## config.mk

```make
export PLATFORM = sky130hd
export DESIGN_NAME = gen_rand_range_gen
export DESIGN_NICKNAME = d
export VERILOG_FILES = /design/src/rtl/gen_pkg.sv /design/src/rtl/gen_pseudo_modulus_x_mod_z.sv /design/src/rtl/gen_rand_range_gen.sv
export SDC_FILE = /design/constraint.sdc
export NUM_CORES = 1
export LEC_CHECK = 0
export BUFFER_PORTS_ARGS = -buffer_cell sky130_fd_sc_hd__buf_2
export CORE_ASPECT_RATIO = 0.7
export CORE_MARGIN = 2
export CORE_UTILIZATION = 55
export DETAILED_ROUTE_END_ITERATION = 6
export HOLD_SLACK_MARGIN = 0.05
export PLACE_DENSITY = 0.77
export REMOVE_ABC_BUFFERS = 1
export SYNTH_ARGS = -nofsm -noshare
export SYNTH_HDL_FRONTEND = slang
export SYNTH_SLANG_ARGS = --single-unit
```

## constraint.sdc

```tcl
create_clock -name clk -period 9.33 [get_ports clk]
set_input_delay 0.4665 -clock clk [delete_from_list [all_inputs] [get_ports clk]]
set_output_delay 0.4665 -clock clk [all_outputs]
set_load 0.01 [all_outputs]
```

## src/rtl/gen_pkg.sv

```systemverilog
// Shared definitions for the pseudo-random generators feeding the GA stages.
package gen_pkg;

  // Request sequencing states of the range-reduced random source
  typedef enum logic [1:0] {
    ST_IDLE = 2'd0,
    ST_STEP = 2'd1,
    ST_MOD  = 2'd2
  } gen_state_e;

  localparam int unsigned LFSR_W_DEF = 16;

  // x^16 + x^14 + x^13 + x^11 + 1, Galois form
  localparam logic [LFSR_W_DEF-1:0] LFSR_TAPS_DEF     = 16'hB400;
  // Reset seed, also substituted whenever an all-zero seed is loaded
  localparam logic [LFSR_W_DEF-1:0] LFSR_DEF_SEED_DEF = 16'hACE1;

endpackage : gen_pkg

```

## src/rtl/gen_pseudo_modulus_x_mod_z.sv

```systemverilog
// Cheap range reduction of x into [0, z-1]: mask x down to the smallest
// all-ones field covering z-1, then fold the overshoot back with one subtract.
// Purely combinational; the caller registers the result.
module gen_pseudo_modulus_x_mod_z
  import gen_pkg::*;
#(
  parameter int unsigned DATA_W = 11
) (
  input  logic              i_valid_pls,
  input  logic [DATA_W-1:0] i_x,
  input  logic [DATA_W-1:0] i_z,
  output logic [DATA_W-1:0] o_res_c,
  output logic              o_res_valid_pls
);

  logic [DATA_W-1:0] zm1_c;
  logic [DATA_W-1:0] mask_c;
  logic [DATA_W-1:0] masked_c;

  // Bit-smear z-1 so every bit at or below its MSB is set
  always_comb begin
    zm1_c  = i_z - DATA_W'(1);
    mask_c = '0;
    for (int unsigned i = 0; i < DATA_W; i++) begin
      mask_c[i] = |(zm1_c >> i);
    end
  end

  // Mask, compare against z and subtract once; z==0 is forced to zero
  always_comb begin
    masked_c = i_x & mask_c;
    o_res_c  = masked_c;
    if (i_z == '0) begin
      o_res_c = '0;
    end else if (masked_c >= i_z) begin
      o_res_c = masked_c - i_z;
    end
  end

  // Result qualifier passes straight through alongside the data
  always_comb begin
    o_res_valid_pls = i_valid_pls;
  end

endmodule : gen_pseudo_modulus_x_mod_z

```

## src/rtl/gen_rand_range_gen.sv

```systemverilog
// On-request pseudo-random value in [0, z-1]: Galois LFSR step on accept,
// capture of the low bits, then range reduction into a held result with a
// one-cycle valid pulse. Latency 2 clocks, one result per 3 cycles at best.
module gen_rand_range_gen
  import gen_pkg::*;
#(
  parameter int unsigned       DATA_W        = 11,
  parameter int unsigned       LFSR_W        = 16,
  parameter logic [LFSR_W-1:0] LFSR_TAPS     = LFSR_W'(LFSR_TAPS_DEF),
  parameter logic [LFSR_W-1:0] LFSR_DEF_SEED = LFSR_W'(LFSR_DEF_SEED_DEF)
) (
  input  logic              clk,
  input  logic              rst_n,
  input  logic              i_seed_load,
  input  logic [LFSR_W-1:0] i_seed,
  input  logic              i_req_pls,
  input  logic [DATA_W-1:0] i_z,
  output logic              o_busy,
  output logic              o_valid_pls,
  output logic [DATA_W-1:0] o_rand
);

  gen_state_e state_q;
  gen_state_e state_d;

  logic [LFSR_W-1:0] lfsr_q;
  logic [LFSR_W-1:0] lfsr_d;
  logic [DATA_W-1:0] x_q;
  logic [DATA_W-1:0] x_d;
  logic [DATA_W-1:0] z_q;
  logic [DATA_W-1:0] z_d;
  logic [DATA_W-1:0] rand_q;
  logic [DATA_W-1:0] rand_d;
  logic              valid_q;
  logic              valid_d;
  logic              busy_q;
  logic              busy_d;

  logic              req_acc_c;
  logic              mod_en_c;
  logic [LFSR_W-1:0] lfsr_adv_c;
  logic [LFSR_W-1:0] seed_eff_c;
  logic [DATA_W-1:0] mod_res_c;
  logic              mod_vld_c;

  // FSM state register
  always_ff @(posedge clk or negedge rst_n) begin
    if (!rst_n) begin
      state_q <= ST_IDLE;
    end else begin
      state_q <= state_d;
    end
  end

  // Next state: a seed load both blocks a new request and aborts one in flight
  always_comb begin
    state_d = state_q;
    unique case (state_q)
      ST_IDLE: begin
        if (i_req_pls && !i_seed_load) begin
          state_d = ST_STEP;
        end
      end
      ST_STEP: begin
        state_d = i_seed_load ? ST_IDLE : ST_MOD;
      end
      ST_MOD: begin
        state_d = ST_IDLE;
      end
      default: begin
        state_d = ST_IDLE;
      end
    endcase
  end

  // FSM-derived controls and next values of the datapath registers
  always_comb begin
    req_acc_c  = (state_q == ST_IDLE) && i_req_pls && !i_seed_load;
    mod_en_c   = (state_q == ST_MOD) && !i_seed_load;
    lfsr_adv_c = (lfsr_q >> 1) ^ (lfsr_q[0] ? LFSR_TAPS : '0);
    seed_eff_c = (i_seed == '0) ? LFSR_DEF_SEED : i_seed;

    lfsr_d = lfsr_q;
    if (i_seed_load) begin
      lfsr_d = seed_eff_c;
    end else if (req_acc_c) begin
      lfsr_d = lfsr_adv_c;
    end

    z_d = req_acc_c ? i_z : z_q;
    x_d = ((state_q == ST_STEP) && !i_seed_load) ? lfsr_q[DATA_W-1:0] : x_q;

    rand_d  = mod_vld_c ? mod_res_c : rand_q;
    valid_d = mod_vld_c;
    busy_d  = (state_d != ST_IDLE);
  end

  // Range reduction between the x/z registers and the result register
  gen_pseudo_modulus_x_mod_z #(
    .DATA_W (DATA_W)
  ) u_pseudo_mod (
    .i_valid_pls     (mod_en_c),
    .i_x             (x_q),
    .i_z             (z_q),
    .o_res_c         (mod_res_c),
    .o_res_valid_pls (mod_vld_c)
  );

  // Datapath and output registers
  always_ff @(posedge clk or negedge rst_n) begin
    if (!rst_n) begin
      lfsr_q  <= LFSR_DEF_SEED;
      x_q     <= '0;
      z_q     <= '0;
      rand_q  <= '0;
      valid_q <= 1'b0;
      busy_q  <= 1'b0;
    end else begin
      lfsr_q  <= lfsr_d;
      x_q     <= x_d;
      z_q     <= z_d;
      rand_q  <= rand_d;
      valid_q <= valid_d;
      busy_q  <= busy_d;
    end
  end

  assign o_busy      = busy_q;
  assign o_valid_pls = valid_q;
  assign o_rand      = rand_q;

endmodule : gen_rand_range_gen

```

# Yosys cells after proc, flatten, opt, wreduce, memory -nomap -nowiden
# Cells that the tools add are included.
# totals
reg_bits,53
latchBits,0
mem_bits_rw,0
romBits,0
in_bits,31
output_inout_bits,13
mem_count,0
# classes
addsub,2
mul,0
div_mod_pow,0
order_cmp,1
eq_ne,2
shifts,0
muxes,9
bitwise,2
reduce_logical,21
# ops
operator,n
16-bit 2-to-1 mux,4
11-bit 2-to-1 mux,2
16-bit logical NOT,1
15-bit by 16-bit bitwise XOR with 16-bit output,1
11-bit bitwise AND,1
11-bit >= comparator,1
11-bit logical NOT,1
11-bit OR reduction,1
11-bit by 1-bit subtractor with 11-bit output (second input constant),1
11-bit subtractor,1
10-bit OR reduction,1
9-bit OR reduction,1
8-bit OR reduction,1
7-bit OR reduction,1
6-bit OR reduction,1
1-bit logical AND,5
5-bit OR reduction,1
2-bit 2-to-1 mux,2
2-bit case mux with 2 select lines,1
2-bit nonzero test,2
4-bit OR reduction,1
3-bit OR reduction,1
2-bit by 1-bit == test with 1-bit output (second input constant),1
2-bit == test (second input constant),1
3 further kinds,3

# Depth between registers and ports, before layout
# logic_depth
depth_word,6
mapped_depth,17

# Modules after synthesis
# A second synthesis with hierarchy kept.
# unflattened
hier_cells,312
hier_area_um2,3373.2
# modules_own_cells
mod,n_inst,cells_each,area_each_um2,seq_area_each_um2
gen_rand_range_gen,1,147,2212.1,1336.3
gen_pseudo_modulus_x_mod_z,1,165,1161.1,0.0

# Least setup slack after synthesis
# Ideal clock, no wire load.
# synth_timing
path_kind,register to register
start,register z_q[0]
end,register rand_q[2] (netlist: o_rand[2])
setup_ns,0.126
t_arrival_ns,3.680
t_required_ns,9.204
slack_ns,5.524
path_stages_with_launch,18
n_path_buf,2
cell_sequence,dfrtp_1 -> buf_2 -> inv_1 -> ha_1 -> o21bai_1 -> a21o_2 -> a221oi_2 -> o2111ai_2 -> o21ai_1 -> inv_1 -> ha_1 -> nor2b_1 -> o31a_1 -> o31a_1 -> o211ai_1 -> buf_2 -> nor3_1 -> a221o_1
# synth_between
elab_chain_len,6
elab_cells_between_ends,17
cone_classes,add/sub: 2; order compare: 1; mux: 2; bitwise: 1; reduce/logical: 11
# synth_rtl
item,line,rtl
start: declaration,gen_rand_range_gen.sv:30,logic [DATA_W-1:0] z_q;
start signal: assignment,gen_rand_range_gen.sv:121,z_q <= z_d;
11-bit by 1-bit subtractor with 11-bit output,gen_pseudo_modulus_x_mod_z.sv:22,zm1_c = i_z - DATA_W'(1);
"11-bit OR reduction, or another cell as far along",gen_pseudo_modulus_x_mod_z.sv:25,mask_c[i] = |(zm1_c >> i);
11-bit bitwise AND,gen_pseudo_modulus_x_mod_z.sv:31,masked_c = i_x & mask_c;
11-bit subtractor / 11-bit >= comparator (equally long branches),"gen_pseudo_modulus_x_mod_z.sv:36, gen_pseudo_modulus_x_mod_z.sv:35",
11-bit 2-to-1 mux,gen_pseudo_modulus_x_mod_z.sv:35,end else if (masked_c >= i_z) begin
11-bit 2-to-1 mux *,gen_pseudo_modulus_x_mod_z.sv:33,if (i_z == '0) begin
end signal: assignment,gen_rand_range_gen.sv:122,rand_q <= rand_d;
end: declaration,gen_rand_range_gen.sv:32,logic [DATA_W-1:0] rand_q;
# Every way passes the cells marked *; elsewhere a longest branch is shown, timed or not.
# A chain may end at the register's enable or synchronous reset.

# Worst setup path after layout
# layout_timing
start,register z_q[1]
end,register rand_q[2] (netlist: o_rand[2])
# The elaborated chain is that of the path after synthesis.

==> out/qor.csv <==
stage;metric;value;unit
pwr;p_leak;1.61;nW
sta;drv_slew;0;
synth;synth_seq_cells;53;
die;start_util;0.567;
global_route;grt_max_degree;54;
detailed_routing;post_drt_wl_per_cell;16.9;um
synth;synth_edf_count;0;
pwr;power_density;235;nW/um^2
sta;rsz0062_at_grt;false;
synth;synth_cell_types;60;
detailed_routing;drtAntennaViolNets;0;
global_route;grt_pass1_vias;2513;
sta;fmax;0.211;GHz
clocking;worstSkewPairLatency;310;ps
detailed_routing;via_per_inst;6.15;
synth;yosysWarnings;0;
pwr;ir_worst_vdd;0.105;mV
place;place_ws;4680;ps
global_route;grt_antenna_before_repair;0;
sta;setup_violations;0;
status;status;complete, no violations;
sta;hold_viol_final;0;
worst_setup_path;crit_path_max_fanout;11;
synth;ys_seq_area_frac;0.416;
detailed_routing;firstDrtPassIters;6;
clocking;cts_buffers;5;
cells_and_area;synthToLayoutAreaGrowth;10.8;%
detailed_routing;drt_first_iter_violations;217;
detailed_routing;totalWireLength;7.55;mm
die;rows;23;
place;port_buffers;43;
sta;final.setup.tns;0;ps
place;dp_hpwl;5.58;mm
place;gp_routability_congestion;0.974;
synth;synth_top_cells_by_area;dfrtp_1, dfstp_2, ha_1;
min_path;hold_class;input port to asynchronous set/reset pin;
synth;syn_avg_cell_area;9.59;um^2
place;placed_area;3470;um^2
pwr;finalPower;0.834;mW
run;drv_cap;0;
cells_and_area;drive_gt1_frac;0.236;
detailed_routing;drc_errors;0;
sta;fin_crit;4740;ps
cells_and_area;num_antenna_cells;0;
clocking;cts_resized;0;
worst_setup_path;required;9530;ps
clocking;cts.reportedPaths.clkPinSlew;100;ps
synth;synthFlopType;dfrtp_1;
synth;synth_top_area_frac;0.351;
clocking;post-cts-setup-buffers;0;
clocking;cts_sinks;53;
detailed_routing;num_vias;2753;
global_route;grt_use_total;0.258;
die;dieArea;6480;um^2
worst_setup_path;worst-setup-path-type;register to register;
global_route;grt_pass1_wl;12.8;mm
synth;synthArstFlopShare;1.00;
worst_setup_path;cp-start-kind;register;
synth;synth_largest_area_cell;dfrtp_1;
worst_setup_path;setup.worst_path.end_class;register;
sta;worst_slew_margin_rel;0.231;
global_route;grt_overflow;0;
sta;setup_ws;4590;ps
clocking;holdBufCountCts;0;
cells_and_area;utilization;0.627;
die;die_w;95.3;um
worst_setup_path;regToRegSetupSlack;4590;ps
synth;synth_cells;335;
clocking;cts_tree;done;
die;die_y;67.9;um
sta;fin_skew;3.45;ps
synth;syn_area;3210;um^2
sta;worstMarginPinSlew;1150;ps
clocking;clockRootBuffer;clkbuf_8;
sta;finalCritPeriodShare;0.508;
die;fp.coreArea;5670;um^2
clocking;clockBufferDepth;2;
clocking;htreeDepth;2;
worst_setup_path;arrival;4940;ps
die;num_io_pins;44;
cells_and_area;fin_nets;418;
cells_and_area;finish.instance_area;3560;um^2
critical path, stage by stage (launching register included):
cell and delay, ps:
dfrtp_1 560, inv_1 190, ha_1 320, o21bai_1 290, a21o_2 260, a221oi_2 260, o2111ai_2 200, o21ai_1 290
inv_1 80, ha_1 280, nor2b_1 140, o31a_1 280, o31a_1 290, o211ai_1 730, nor3_1 140, a221o_1 300
stage by stage:
stage	instances	hold WS, ps
3_3_place_gp	440	464
5_1_grt	448	313
4_1_cts	448	289
6_report	448	262
3_5_place_dp	440	471
2_1_floorplan	319	171
cell usage after synthesis, types with 3 or more instances:
master,instances
buf_2,3
o211ai_1,4
nand4_1,3
clkbuf_1,11
nor2b_1,4
o31a_1,3
o21a_1,9
ha_1,14
dfrtp_1,45
a31oi_1,3
nand3_1,6
a21oi_1,8
inv_1,25
xnor2_1,7
o221ai_1,3
nor3_1,8
dfstp_2,8
a222oi_1,7
nor3b_1,3
xor2_1,3
a22oi_1,6
o21ai_1,4
o21ai_0,30
nor2_1,15
a221o_1,6
nand2_1,37
and2_1,4
mux2_2,11
nor4_1,4
path summary, 6_finish.rpt:
kind                                             start                     end  cells after the start
worst max-delay path                z_q[1]$_DFFE_PN0P_   o_rand[2]$_DFFE_PN0P_                     15
worst min-delay path                             rst_n  lfsr_q[14]$_DFFE_PN0P_                      2
worst max register to register      z_q[1]$_DFFE_PN0P_   o_rand[2]$_DFFE_PN0P_                     15
worst min register to register  lfsr_q[12]$_DFFE_PN0P_  lfsr_q[12]$_DFFE_PN0P_                      2
max in group asynchronous                        rst_n     z_q[10]$_DFFE_PN0P_                      2
min in group clk                                i_z[8]      z_q[8]$_DFFE_PN0P_                      3
layer usage:
metal / global-route usage / wire [um] / part of all wire / vias up
met2: 0.360 / 3100 / 0.41 / 116
met4: 0.0634 / 65 / 0.0086 / 0
met5: 0 / 0 / 0 / -
li1: - / - / - / 1307
met1: 0.403 / 3830 / 0.51 / 1324
met3: 0.0529 / 560 / 0.074 / 6
kinds of logic after synthesis:
group | count (synthesis) | synth area share
compound gates | 104 | 0.233
xor+xnor | 10 | 0.0273
fa+ha+maj | 15 | 0.0608
buf+inv | 41 | 0.0538
flops | 53 | 0.416
mux | 12 | 0.0417
simple gates | 100 | 0.168
report_power, final:
group / switching (mW) / total (mW) / internal, mW
Sequential: 0.0462 / 0.332 / 0.286
Clock: 0.0778 / 0.131 / 0.0531
Combinational: 0.207 / 0.372 / 0.165
cells in the final DEF, fill, tap and decap left out, drive strengths merged, types with 3 or more instances in the layout:
master  instances
and4            3
o21a            9
o31a            3
nor3b           3
dfstp           8
dfrtp          45
nor2           15
buf            46
a222oi          7
nor2b           4
xor2            3
nor4b           3
ha             14
mux2           11
inv            25
clkbuf          6
o221ai          3
nand4           3
o211ai          4
nand3           6
and2            6
a21oi           9
nor4            5
nand2          37
o21ai          34
nor3            9
a221o           6
xnor2           7
a31oi           3
a22oi           6
flip-flops by register name, indices dropped and copies added, names as in the netlist:
register     flops
o_rand          11
x_q             11
state_q          2
o_busy           1
lfsr_q          16
o_valid_pls      1
z_q             11
layout make-up:
class	count	area, um^2
Sequential cell	53	1340
Fill cell	472	2110
Inverter	25	93.8
Clock inverter	2	15.0
Tap cell	75	93.8
Clock buffer	6	72.6
Multi-Input combinational cell	241	1710
Timing Repair Buffer	46	238
Note: power is estimated with default switching activity, not from simulation.
